`src/rtl/serv_timer_pkg.sv`:
```
// Shared definitions for the AXI-Lite machine timer: register indices,
// AXI response codes, FSM state encodings and a byte-strobe merge helper.
package serv_timer_pkg;

  localparam logic [2:0] IDX_MTIME_LO = 3'd0;
  localparam logic [2:0] IDX_MTIME_HI = 3'd1;
  localparam logic [2:0] IDX_CMP_LO   = 3'd2;
  localparam logic [2:0] IDX_CMP_HI   = 3'd3;
  localparam logic [2:0] IDX_CTRL     = 3'd4;

  localparam logic [1:0] RESP_OKAY   = 2'b00;
  localparam logic [1:0] RESP_SLVERR = 2'b10;

  typedef logic [0:0] w_state_t;
  localparam w_state_t W_IDLE = 1'b0;
  localparam w_state_t W_RESP = 1'b1;

  typedef logic [0:0] r_state_t;
  localparam r_state_t R_IDLE = 1'b0;
  localparam r_state_t R_DATA = 1'b1;

  // Replace only the byte lanes selected by strb.
  function automatic logic [31:0] apply_wstrb(input logic [31:0] old_val,
                                               input logic [31:0] new_val,
                                               input logic [3:0]  strb);
    logic [31:0] res;
    res = old_val;
    for (int i = 0; i < 4; i++) begin
      if (strb[i]) res[8*i +: 8] = new_val[8*i +: 8];
    end
    return res;
  endfunction

endpackage

```
`src/rtl/serv_axil_timer_regs.sv`:
```
// Timer register file: 64-bit MTIME counter, MTIMECMP, CTRL, read shadow and
// registered compare interrupt. Optional prescaler under SERV_AXIL_TIMER_PRESCALE_EN.
module serv_axil_timer_regs
  import serv_timer_pkg::*;
#(
  parameter logic [63:0] RESET_CMP = 64'hFFFF_FFFF_FFFF_FFFF
) (
  input  logic        clk,
  input  logic        rst,
  input  logic        we,
  input  logic [2:0]  w_idx,
  input  logic [31:0] wdata,
  input  logic [3:0]  wstrb,
  input  logic        re,
  input  logic [2:0]  r_idx,
  output logic [31:0] rdata,
  output logic        timer_irq
);

  logic [63:0] mtime_reg;
  logic [63:0] mtime_inc;
  logic [63:0] mtime_next;
  logic [63:0] cmp_reg;
  logic [63:0] cmp_next;
  logic [31:0] shadow_reg;
  logic        ctrl_en_reg;
  logic [31:0] ctrl_rd;
  logic        ctrl_we;
  logic        tick;

  // A CTRL write with no strobes is a no-op and must not disturb the prescaler.
  assign ctrl_we = we && (w_idx == IDX_CTRL) && (wstrb != 4'b0000);

`ifdef SERV_AXIL_TIMER_PRESCALE_EN
  logic [7:0] ctrl_div_reg;
  logic [7:0] presc_cnt_reg;

  assign tick    = ctrl_en_reg && (presc_cnt_reg == ctrl_div_reg);
  assign ctrl_rd = {16'h0000, ctrl_div_reg, 7'h00, ctrl_en_reg};

  always_ff @(posedge clk or negedge rst) begin
    if (!rst) begin
      presc_cnt_reg <= 8'd0;
      ctrl_div_reg  <= 8'd0;
    end else begin
      if (ctrl_we) begin
        presc_cnt_reg <= 8'd0;
      end else if (ctrl_en_reg) begin
        presc_cnt_reg <= tick ? 8'd0 : presc_cnt_reg + 8'd1;
      end
      if (ctrl_we && wstrb[1]) ctrl_div_reg <= wdata[15:8];
    end
  end
`else
  assign tick    = ctrl_en_reg;
  assign ctrl_rd = {31'h0, ctrl_en_reg};
`endif

  assign mtime_inc = mtime_reg + {63'd0, tick};

  // Written bytes take the bus value; unwritten bytes keep the incremented count.
  always_comb begin
    mtime_next = mtime_inc;
    cmp_next   = cmp_reg;
    if (we) begin
      case (w_idx)
        IDX_MTIME_LO: mtime_next[31:0]  = apply_wstrb(mtime_inc[31:0],  wdata, wstrb);
        IDX_MTIME_HI: mtime_next[63:32] = apply_wstrb(mtime_inc[63:32], wdata, wstrb);
        IDX_CMP_LO:   cmp_next[31:0]    = apply_wstrb(cmp_reg[31:0],    wdata, wstrb);
        IDX_CMP_HI:   cmp_next[63:32]   = apply_wstrb(cmp_reg[63:32],   wdata, wstrb);
        default: ;
      endcase
    end
  end

  always_ff @(posedge clk or negedge rst) begin
    if (!rst) begin
      mtime_reg   <= 64'd0;
      cmp_reg     <= RESET_CMP;
      shadow_reg  <= 32'd0;
      ctrl_en_reg <= 1'b0;
      timer_irq   <= 1'b0;
    end else begin
      mtime_reg <= mtime_next;
      cmp_reg   <= cmp_next;
      if (ctrl_we && wstrb[0]) ctrl_en_reg <= wdata[0];
      if (re && (r_idx == IDX_MTIME_LO)) shadow_reg <= mtime_reg[63:32];
      timer_irq <= ctrl_en_reg && (mtime_reg >= cmp_reg);
    end
  end

  // MTIME_HI returns the half captured by the last MTIME_LO read for a coherent 64-bit view.
  always_comb begin
    rdata = 32'd0;
    case (r_idx)
      IDX_MTIME_LO: rdata = mtime_reg[31:0];
      IDX_MTIME_HI: rdata = shadow_reg;
      IDX_CMP_LO:   rdata = cmp_reg[31:0];
      IDX_CMP_HI:   rdata = cmp_reg[63:32];
      IDX_CTRL:     rdata = ctrl_rd;
      default:      rdata = 32'd0;
    endcase
  end

endmodule

```
`src/rtl/serv_axil_timer.sv`:
```
// AXI-Lite machine timer: independent write and read FSMs around serv_axil_timer_regs.
// Optional prescaler enabled by defining SERV_AXIL_TIMER_PRESCALE_EN.
module serv_axil_timer
  import serv_timer_pkg::*;
#(
  parameter int          AW        = 12,
  parameter logic [63:0] RESET_CMP = 64'hFFFF_FFFF_FFFF_FFFF
) (
  input  logic          clk,
  input  logic          rst,
  input  logic [AW-1:0] i_awaddr,
  input  logic          i_awvalid,
  output logic          o_awready,
  input  logic [31:0]   i_wdata,
  input  logic [3:0]    i_wstrb,
  input  logic          i_wvalid,
  output logic          o_wready,
  output logic [1:0]    o_bresp,
  output logic          o_bvalid,
  input  logic          i_bready,
  input  logic [AW-1:0] i_araddr,
  input  logic          i_arvalid,
  output logic          o_arready,
  output logic [31:0]   o_rdata,
  output logic [1:0]    o_rresp,
  output logic          o_rlast,
  output logic          o_rvalid,
  input  logic          i_rready,
  output logic          o_timer_irq
);

  w_state_t    w_state_reg;
  r_state_t    r_state_reg;
  logic [2:0]  aw_idx;
  logic [2:0]  ar_idx;
  logic        aw_mapped;
  logic        ar_mapped;
  logic        aw_fire;
  logic        ar_fire;
  logic        regs_we;
  logic        regs_re;
  logic [31:0] regs_rdata;
  logic        unused_addr_bits;

  assign unused_addr_bits = ^{i_awaddr[1:0], i_araddr[1:0]};

  assign aw_idx    = i_awaddr[4:2];
  assign ar_idx    = i_araddr[4:2];
  assign aw_mapped = (i_awaddr[AW-1:5] == '0) && (aw_idx <= IDX_CTRL);
  assign ar_mapped = (i_araddr[AW-1:5] == '0) && (ar_idx <= IDX_CTRL);

  // Ready is a registered one-cycle pulse; the handshake lands on the following edge.
  assign aw_fire = (w_state_reg == W_IDLE) && o_awready && i_awvalid && i_wvalid;
  assign ar_fire = (r_state_reg == R_IDLE) && o_arready && i_arvalid;
  assign regs_we = aw_fire && aw_mapped;
  assign regs_re = ar_fire && ar_mapped;
  assign o_rlast = 1'b1;

  always_ff @(posedge clk or negedge rst) begin
    if (!rst) begin
      w_state_reg <= W_IDLE;
      o_awready   <= 1'b0;
      o_wready    <= 1'b0;
      o_bvalid    <= 1'b0;
      o_bresp     <= RESP_OKAY;
    end else begin
      case (w_state_reg)
        W_IDLE: begin
          if (o_awready) begin
            o_awready <= 1'b0;
            o_wready  <= 1'b0;
            if (aw_fire) begin
              w_state_reg <= W_RESP;
              o_bvalid    <= 1'b1;
              o_bresp     <= aw_mapped ? RESP_OKAY : RESP_SLVERR;
            end
          end else if (i_awvalid && i_wvalid) begin
            o_awready <= 1'b1;
            o_wready  <= 1'b1;
          end
        end
        W_RESP: begin
          if (i_bready) begin
            o_bvalid    <= 1'b0;
            w_state_reg <= W_IDLE;
          end
        end
        default: w_state_reg <= W_IDLE;
      endcase
    end
  end

  always_ff @(posedge clk or negedge rst) begin
    if (!rst) begin
      r_state_reg <= R_IDLE;
      o_arready   <= 1'b0;
      o_rvalid    <= 1'b0;
      o_rdata     <= 32'd0;
      o_rresp     <= RESP_OKAY;
    end else begin
      case (r_state_reg)
        R_IDLE: begin
          if (o_arready) begin
            o_arready <= 1'b0;
            if (ar_fire) begin
              r_state_reg <= R_DATA;
              o_rvalid    <= 1'b1;
              o_rdata     <= ar_mapped ? regs_rdata : 32'd0;
              o_rresp     <= ar_mapped ? RESP_OKAY : RESP_SLVERR;
            end
          end else if (i_arvalid) begin
            o_arready <= 1'b1;
          end
        end
        R_DATA: begin
          if (i_rready) begin
            o_rvalid    <= 1'b0;
            r_state_reg <= R_IDLE;
          end
        end
        default: r_state_reg <= R_IDLE;
      endcase
    end
  end

  serv_axil_timer_regs #(
    .RESET_CMP (RESET_CMP)
  ) u_regs (
    .clk       (clk),
    .rst       (rst),
    .we        (regs_we),
    .w_idx     (aw_idx),
    .wdata     (i_wdata),
    .wstrb     (i_wstrb),
    .re        (regs_re),
    .r_idx     (ar_idx),
    .rdata     (regs_rdata),
    .timer_irq (o_timer_irq)
  );

endmodule

```
`config.mk`:
```
export PLATFORM = sky130hd
export DESIGN_NAME = serv_axil_timer
export DESIGN_NICKNAME = d
export VERILOG_FILES = /design/src/rtl/serv_timer_pkg.sv /design/src/rtl/serv_axil_timer_regs.sv /design/src/rtl/serv_axil_timer.sv
export SDC_FILE = /design/constraint.sdc
export NUM_CORES = 1
export LEC_CHECK = 0
export CAP_MARGIN = 10
export CORE_MARGIN = 8
export CORE_UTILIZATION = 40
export CTS_CLUSTER_SIZE = 12
export DETAILED_ROUTE_END_ITERATION = 8
export PLACE_DENSITY_LB_ADDON = 0.05
export SYNTH_ARGS = -nofsm -noshare
export SYNTH_HDL_FRONTEND = slang
export SYNTH_HIERARCHICAL = 1
export SYNTH_SLANG_ARGS = --single-unit
```
`constraint.sdc`:
```
create_clock -name clk -period 5.15 [get_ports clk]
set_clock_uncertainty 0.2 [all_clocks]
set_input_delay 0.7725 -clock clk [delete_from_list [all_inputs] [get_ports clk]]
set_output_delay 0.7725 -clock clk [all_outputs]
set_load 0.05 [all_outputs]
```
==> reports/metrics.cfg, run 1 <==
[outcome]
status=finished, final reports clean

[timing]
finalHoldViolCount=0
fmax_mhz=300
relSlewSlack=0.385
drv_slew=0
setup_violations=0
tightest_slew_ns=0.915
rsz0062_at_grt=false
fin_crit_ns=3.33
fin_tns_setup_ns=0
final.period_utilization=0.647

[grt]
grt_pass1_vias=8627
grtUsageTotal=0.189
grt_max_degree=92
antenna_found_initial=1
grt_first_pass_wirelength_mm=49.9
overflow=0

[die]
die_x_um=183
ios=110
initial_core_util=0.403
rows=61
dieArea_mm2=0.0334
core_mm2=0.0276
fp.dieH_um=183

[clocking]
cts.sinks=203
clock_path_buffers=3
cts_max_level=1
worstSkewPairLatency_ns=0.52
clock-root-buffer=clkbuf_16
clk_pin_slew_ns=0.06
post_cts_buffers=0
hold_buffers=0
cts_tree=yes
cts_resized=0
cts-buffers-inserted=25

[synth]
avgSynthCellArea_um2=10.7
synth_cell_type_count=54
syn-instance-count=1042
syn_area_mm2=0.0111
yosysWarnings=6
async_reset_ff_frac=1.00
synth_edf_count=0
ys_ff_latch=203
synth_sequential_area_ratio=0.463
ys.flop_type=dfrtp_1

[power_and_ir_drop]
comb_power_share=0.080
p_clk_frac=0.473
powerDensity_mw_per_mm2=274
seq_power_share=0.447
p_int_uw=2780
power_leakage_uw=0.00534
p_sw_frac=0.243
p_switching_uw=889
ir_worst_vdd_uv=190

[cells_and_area]
insertedDiodeCount=0
area_growth_pct=20.3
stdcell_area_mm2=0.0134
nNetsFinal=1277
drive_above_1_share=0.204
layout.cells.most_common=dfrtp_1
stdcell_count=1540
final_cell_mix=dfrtp_1 (139), mux2_2 (102), nand2_1 (101), clkdlybuf4s50_1 (101), inv_1 (74)

[route]
firstDrtPassIters=5
ant_nets=0
drcViolationCount=0
wl_per_cell_um=20.4
vias_per_cell=5.42
first_iter_violations=399
routed_wl_mm=31.4
vias=8350

[worst_setup_path]
path_cells=clkdlybuf4s50_1 -> o21ai_0 -> and4b_1 -> nor2b_1 -> nand3_1 -> mux2_2
crit_family=simple AND/OR/NAND/NOR gates
crit_type=primary input to flip-flop
cp-startpoint=i_awaddr[3]
critical_path.startpoint_type=primary input
required_ns=5.35
max_stage_delay_ns=0.58
cp_slowest_cell=clkdlybuf4s50_1
crit_buf_inv=1
rrSetupSlack_ns=1.92
path_max_fanout=14
endpoint_kind=flip-flop
rr_startpoint=u_regs/ctrl_en_reg
crit_arrival_ns=3.53

[worst_hold_path]
holdCritPathClass=primary input to async pin

[placed_design]
place_congestion=0.805
hpwl_mm=21.9
numPlacedInstances=1495
io_buffers=102
placed_area_mm2=0.0126

[run]
drv_cap=0

[cell usage after synthesis (all sizes together) (3+ instances only)]
| master | n | area share |
|---|---|---|
| buf | 16 | 0.0094 |
| xnor2 | 16 | 0.013 |
| nor4 | 10 | 0.0089 |
| nand4b | 5 | 0.0039 |
| and4 | 4 | 0.0031 |
| a221o | 31 | 0.028 |
| or3 | 4 | 0.0022 |
| a21o | 9 | 0.0061 |
| or4 | 4 | 0.0027 |
| a21oi | 31 | 0.014 |
| mux2 | 102 | 0.10 |
| nor2 | 25 | 0.0084 |
| nand2 | 101 | 0.034 |
| dfrtp | 139 | 0.31 |
| and3 | 19 | 0.011 |
| xor2 | 43 | 0.034 |
| nand4 | 39 | 0.022 |
| nand2b | 3 | 0.0017 |
| clkbuf | 31 | 0.010 |
| o21ai | 65 | 0.029 |
| o21a | 3 | 0.0020 |
| nand3 | 24 | 0.011 |
| ha | 66 | 0.074 |
| inv | 74 | 0.025 |
| dfstp | 64 | 0.15 |
| a22o | 63 | 0.050 |
| a31oi | 6 | 0.0034 |
| and2 | 4 | 0.0022 |
| nor3 | 16 | 0.0072 |
[layout make-up]
| cell class | count | area, µm² |
|---|---|---|
| clock buffers | 40 | 762 |
| clock inverters | 5 | 50.0 |
| fillers | 2653 | 14200 |
| inverters | 74 | 278 |
| multi-input cells | 719 | 5510 |
| flip-flops and latches | 203 | 5160 |
| well taps | 378 | 473 |
| repair buffers | 121 | 1170 |
[kinds of logic (layout without fill, tap and decap cells)]
logic type                 count (synthesis)  after routing  synth area share
and+or+nand+nor                          268            268             0.126
AOI/OAI and AO/OA                        221            221             0.142
muxes                                    102            102             0.103
other                                      2              3          0.000674
buffers and inverters                    121            240            0.0448
xor gates and xnor gates                  59             59            0.0464
adders and majority gates                 66             66            0.0741
DFF                                      203            203             0.463
[final timing paths]
kind / end / depth (start not counted)
setup / recovery: u_regs/mtime_reg[1] / 6
hold / removal: o_arready / 1
setup reg to reg: u_regs/mtime_reg[62] / 10
hold reg to reg: o_rvalid / 2
max in group asynchronous: u_regs/cmp_reg[27] / 2
min in group clk: o_rvalid / 2
[routing by layer]
metal  track usage  wire length, µm  vias up  part of all wire
met2         0.321            15000      141              0.48
li1              -                -     4002                 -
met1         0.253            14700     4172              0.47
met5             0               13        -           0.00041
met3        0.0279             1260       33             0.040
met4        0.0390              419        2             0.013
[worst register-to-register path, delay by kind of cell, from the launching register on]
kind            cells  cell delay, ns
fa+ha+maj           2            0.60
flops               1            0.46
compound gates      1            0.15
xor+xnor            1            0.18
buf+inv             2            0.55
simple gates        4            1.02
[through the flow]
step	utilization	worst slack (ns)	hold WS [ns]	total power (µW)
floorplan	-	2.23	0.277	1800
global placement	0.456	1.26	0.260	1960
detailed placement	0.456	1.27	0.261	1960
CTS	0.485	1.81	0.161	3720
global route	0.485	1.64	0.169	3820
finish	0.485	1.82	0.114	3670
[power groups by stage]
| stage | Combinational (µW) | Sequential (µW) | Clock [µW] |
|---|---|---|---|
| global route | 321 | 1640 | 1860 |
| finish | 294 | 1640 | 1730 |
| global placement | 299 | 1660 | 0 |
| CTS | 301 | 1640 | 1780 |
| floorplan | 84.0 | 1710 | 0 |
| detailed placement | 300 | 1660 | 0 |
(Power assumes the default switching activity.)
==> run 2: changes to the inputs <==
==> constraint.sdc (replaced) <==
create_clock -name clk -period 3.35 [get_ports clk]
set_clock_uncertainty 0.2 [all_clocks]
set_input_delay 0.5025 -clock clk [delete_from_list [all_inputs] [get_ports clk]]
set_output_delay 0.5025 -clock clk [all_outputs]
set_load 0.05 [all_outputs]
==> run 2 against run 1 <==
  * Design area is 2.6% higher
  * Clock power increased by 80%
  * Final cell count up 1.5%
  * Clock-buffer cell count shrank 9
  * Highest routed layer is now met4
  * Largest power group unchanged
  * Largest cell class unchanged
  * Global-route usage down 0.080 points
  * Die area is the same
  * Hold slack better by 0.16 ns
  * Sequential share of layout area shrank 0.99 points
  * First-iteration DRC count grew 19%
  * Sequential cell count unchanged
  * Register-to-register slack got worse by 1.7 ns
  * Power rose by 66%
==> reports/metrics.cfg, run 2 (synthesis results as in run 1) <==
[timing]
tightest_slew_ns=0.669
finalHoldViolCount=0
fin_crit_ns=3.11
fin_tns_setup_ns=0
drv_slew=0
setup_violations=0
relSlewSlack=0.553
whs_ns=0.276
fmax_mhz=322
final.period_utilization=0.927
rsz0062_at_grt=false

[cells_and_area]
final_cell_mix=dfrtp_1 (139), mux2_2 (102), nand2_1 (101), clkdlybuf4s50_1 (101), inv_1 (74)
postLayoutCoreUtil=0.498
stdcell_area_mm2=0.0138
insertedDiodeCount=0
area_growth_pct=23.5
layout.cells.most_common=dfrtp_1
drive_above_1_share=0.224
nNetsFinal=1299

[worst_setup_path]
rrSetupSlack_ns=0.24
required_ns=3.60
r2r_end=u_regs/mtime_reg[44]
r2r_cells=8
rr_startpoint=u_regs/ctrl_en_reg
path_max_fanout=7
crit_type=flip-flop to flip-flop
crit_arrival_ns=3.36
endpoint_kind=flip-flop
critical_path.startpoint_type=flip-flop

[clocking]
cts_resized=0
clock-root-buffer=clkbuf_16
cts_max_level=1
clock_path_buffers=3
cts-buffers-inserted=25
cts_tree=yes
cts.sinks=203
clk_pin_slew_ns=0.06
worstSkewPairLatency_ns=0.53

[die]
fp.dieH_um=183
ios=110
rows=61
dieArea_mm2=0.0334
core_mm2=0.0276
initial_core_util=0.403
die_x_um=183

[placed_design]
placed_area_mm2=0.0128
hpwl_mm=22.5
place_congestion=0.824
io_buffers=102

[grt]
antenna_found_initial=0
grtUsageTotal=0.188
grt_first_pass_wirelength_mm=50.0
grt_pass1_vias=8729
grt_max_degree=72
overflow=0

[worst_hold_path]
hold_end=o_rvalid
hp-start=o_rvalid
hold_depth=2
holdCritPathClass=flip-flop to flip-flop

[route]
ant_nets=0
first_iter_violations=474
firstDrtPassIters=5
routed_wl_mm=31.4
vias_per_cell=5.34
vias=8346
drcViolationCount=0
wl_per_cell_um=20.1

[power_and_ir_drop]
ir_worst_vdd_uv=276
power_leakage_uw=0.00554
powerDensity_mw_per_mm2=444

[run]
drv_cap=0

[outcome]
status=finished, final reports clean

-- run 2: cell types whose count changed in the layout (fill, tap and decap cells not counted), sizes merged --
cell	before	now
dlygate4sd3	0	1
clkbuf	41	32
inv	74	75
bufinv	1	7
clkinv	4	7
buf	19	40
-- run 2: how the worst max path moves through the flow --
| stage | startpoint | to | slack, ns | cells after the start |
|---|---|---|---|---|
| 6_report | u_regs/ctrl_en_reg | u_regs/mtime_reg[44] | 0.24 | 8 |
| 3_3_place_gp | i_awvalid | u_regs/cmp_reg[61] | 0.26 | 6 |
| 5_1_grt | u_regs/ctrl_en_reg | u_regs/mtime_reg[44] | 0.1 | 8 |
| 3_5_place_dp | i_awvalid | u_regs/cmp_reg[59] | 0.24 | 6 |
| 4_1_cts | u_regs/ctrl_en_reg | u_regs/mtime_reg[44] | 0.24 | 8 |
| 2_1_floorplan | o_awready | u_regs/mtime_reg[22] | 0.50 | 8 |
-- run 2: timing repair --
item,CTS,global route
setup buffers,0,0
endpoints found under the hold margin,50,0
endpoints found under the setup margin,0,0
hold buffers,1,0
-- run 2: final cells by class --
| type | instances | area (µm²) |
|---|---|---|
| flip-flops and latches | 203 | 5160 |
| inverters | 74 | 278 |
| well taps | 378 | 473 |
| repair buffers | 143 | 1370 |
| clock buffers | 31 | 708 |
| clock inverters | 15 | 254 |
| fillers | 2627 | 13900 |
| multi-input cells | 719 | 5510 |
-- run 2: layer usage --
metal,up-vias,global-route usage,part of all wire
li1,4061,-,-
met1,4133,0.256,0.47
met2,123,0.319,0.48
met3,29,0.0257,0.036
met4,0,0.0342,0.015
met5,-,0,0
-- run 2: worst max-delay path, stage by stage, from the launching register on --
cell	delay, ns
dfrtp_1	0.45
ha_1	0.30
ha_1	0.27
nand2_1	0.08
or4_1	0.66
nor4_4	0.27
nand3_2	0.21
or4_1	0.44
a31oi_1	0.17
-- run 2: power by group --
group          leakage, µW  internal [µW]  switching, µW  total [µW]
Clock             0.000482           2030           1080        3110
Sequential         0.00227           2490           27.5        2520
Combinational      0.00279            169            300         470
Total              0.00554           4690           1410        6100
-- run 2: through the flow --
step                      power [µW]  cells  setup slack [ns]
after floorplan                 2760   1043             0.501
after global placement          3030   1516             0.263
after detailed placement        3040   1516             0.242
after CTS                       6200   1563             0.235
after global routing            6330   1563            0.0992
final                           6100   1563             0.243
==> run 3: changes to the inputs <==
==> constraint.sdc (replaced) <==
create_clock -name clk -period 2.9 [get_ports clk]
set_clock_uncertainty 0.2 [all_clocks]
set_input_delay 0.435 -clock clk [delete_from_list [all_inputs] [get_ports clk]]
set_output_delay 0.435 -clock clk [all_outputs]
set_load 0.05 [all_outputs]
==> run 3 against run 2 <==
  * Worst setup slack worse by 0.088 ns
  * Clock-buffer cell count is 12 higher
  * Highest routed layer unchanged
  * Sequential share of layout area hardly changed
  * Die area stayed put
  * Register-to-register slack worse by 0.09 ns
  * Combinational power is 18% higher
  * Largest power group unchanged
  * Critical endpoint unchanged
  * First-iteration DRC count is 6.5% higher
  * Critical path depth stayed put
  * Sequential cell count stayed put
  * Via count is 1.6% higher
  * Hold slack worse by 0.0052 ns
  * Sequential power is 15% higher
==> reports/metrics.cfg, run 3 (synthesis results as in run 1) <==
[outcome]
status=finished, final reports clean

[placed_design]
hpwl_mm=22.6
numPlacedInstances=1537
io_buffers=102
place_congestion=0.830
pre_cts_slack_ns=-0.000369

[cells_and_area]
fillCellCount=2618
stdcell_count=1584
insertedDiodeCount=0
area_growth_pct=23.6
nNetsFinal=1320
layout.cells.most_common=dfrtp_1
regArea_mm2=0.00516
multi_input_area_mm2=0.00554
final_cell_mix=dfrtp_1 (139), mux2_2 (102), nand2_1 (101), clkdlybuf4s50_1 (101), inv_1 (74)
drive_above_1_share=0.230

[power_and_ir_drop]
power_leakage_uw=0.00554
powerDensity_mw_per_mm2=465
ir_worst_vdd_uv=319
power.total_uw=6400

[route]
firstDrtPassIters=5
vias=8476
vias_per_cell=5.35
ant_nets=0
drcViolationCount=0
wl_per_cell_um=20.0
first_iter_violations=505
routed_wl_mm=31.6

[worst_setup_path]
max_stage_delay_ns=0.47
path_cells=ha_4 -> ha_1 -> nand2_1 -> or4_4 -> nor4_4 -> nand3_2 -> or4_1 -> a31oi_1
required_ns=3.15
crit_type=flip-flop to flip-flop
critical_path.startpoint_type=flip-flop
endpoint_kind=flip-flop
path_max_fanout=6
crit_arrival_ns=2.99
cp_slowest_cell=or4_4

[worst_hold_path]
holdCritPathClass=flip-flop to flip-flop

[grt]
grt_pass1_vias=8746
grtUsageTotal=0.189
overflow=0
grt_first_pass_wirelength_mm=50.0
antenna_found_initial=0
grt_max_degree=80

[timing]
rsz0062_at_grt=false
final.period_utilization=0.947
fin_tns_setup_ns=0
tightest_slew_ns=0.721
relSlewSlack=0.519
fmax_mhz=364
setup_violations=0
fin_crit_ns=2.74
drv_slew=0
postLayoutSetupSlackWorst_ns=0.155
finalHoldViolCount=0

[clocking]
clock_path_buffers=3
cts.sinks=203
cts-buffers-inserted=25
cts_max_level=1
clk_pin_slew_ns=0.06
clock-root-buffer=clkbuf_16
cts_tree=yes
worstSkewPairLatency_ns=0.53

[die]
fp.dieH_um=183
initial_core_util=0.403
die_x_um=183
ios=110
rows=61
core_mm2=0.0276
dieArea_mm2=0.0334

[run]
drv_cap=0

[run 3: power by group]
group | switching, µW | total (µW) | internal (µW)
logic | 351 | 553 | 202
registers | 31.2 | 2910 | 2880
clock network | 1210 | 2940 | 1730
[run 3: worst max-delay path, delay by kind of cell, from the launching register on]
family	cells	cell delay (ns)
simple gates	5	1.56
fa+ha+maj	2	0.35
flops	1	0.39
compound gates	1	0.17
[run 3: cell type report]
class,instances,share of cell area
clock inverters,3,0.00136
inverters,74,0.0202
well taps,378,0.0343
multi-input cells,719,0.402
flip-flops and latches,203,0.375
repair buffers,164,0.113
clock buffers,43,0.0540
[run 3: routing by layer]
metal	part of all wire	wire, µm	global-route usage	vias to the layer above
met3	0.040	1260	0.0265	38
met5	0	0	0	-
li1	-	-	-	4095
met2	0.47	14900	0.316	160
met4	0.020	639	0.0420	0
met1	0.47	14800	0.257	4183
[run 3: stage by stage]
| step | hold slack [ns] | instance area [µm²] | utilization |
|---|---|---|---|
| 6_report | 0.271 | 13800 | 0.498 |
| 5_1_grt | 0.303 | 13800 | 0.498 |
| 3_5_place_dp | 0.264 | 13000 | 0.469 |
| 3_3_place_gp | 0.261 | 13000 | 0.469 |
| 2_1_floorplan | -0.0606 | 11100 | - |
| 4_1_cts | 0.277 | 13700 | 0.497 |
[run 3: worst paths after layout]
kind                                      from                    to  slack (ns)  depth (start not counted)
hold / removal                        o_rvalid              o_rvalid        0.27                          2
setup reg to reg           u_regs/mtime_reg[0]  u_regs/mtime_reg[44]        0.16                          8
hold reg to reg                       o_rvalid              o_rvalid        0.27                          2
setup / recovery           u_regs/mtime_reg[0]  u_regs/mtime_reg[44]        0.16                          8
min in group asynchronous                  rst             o_arready        0.32                          2
max in group asynchronous                  rst    u_regs/cmp_reg[22]        1.35                          3
[run 3: timing repair]
item	4_1_cts	5_1_grt
hold buffers	1	0
gates resized for setup	1	6
pin swaps	0	3
setup endpoints to repair	1	14
endpoints found under the hold margin	51	0
buffers inserted	0	0
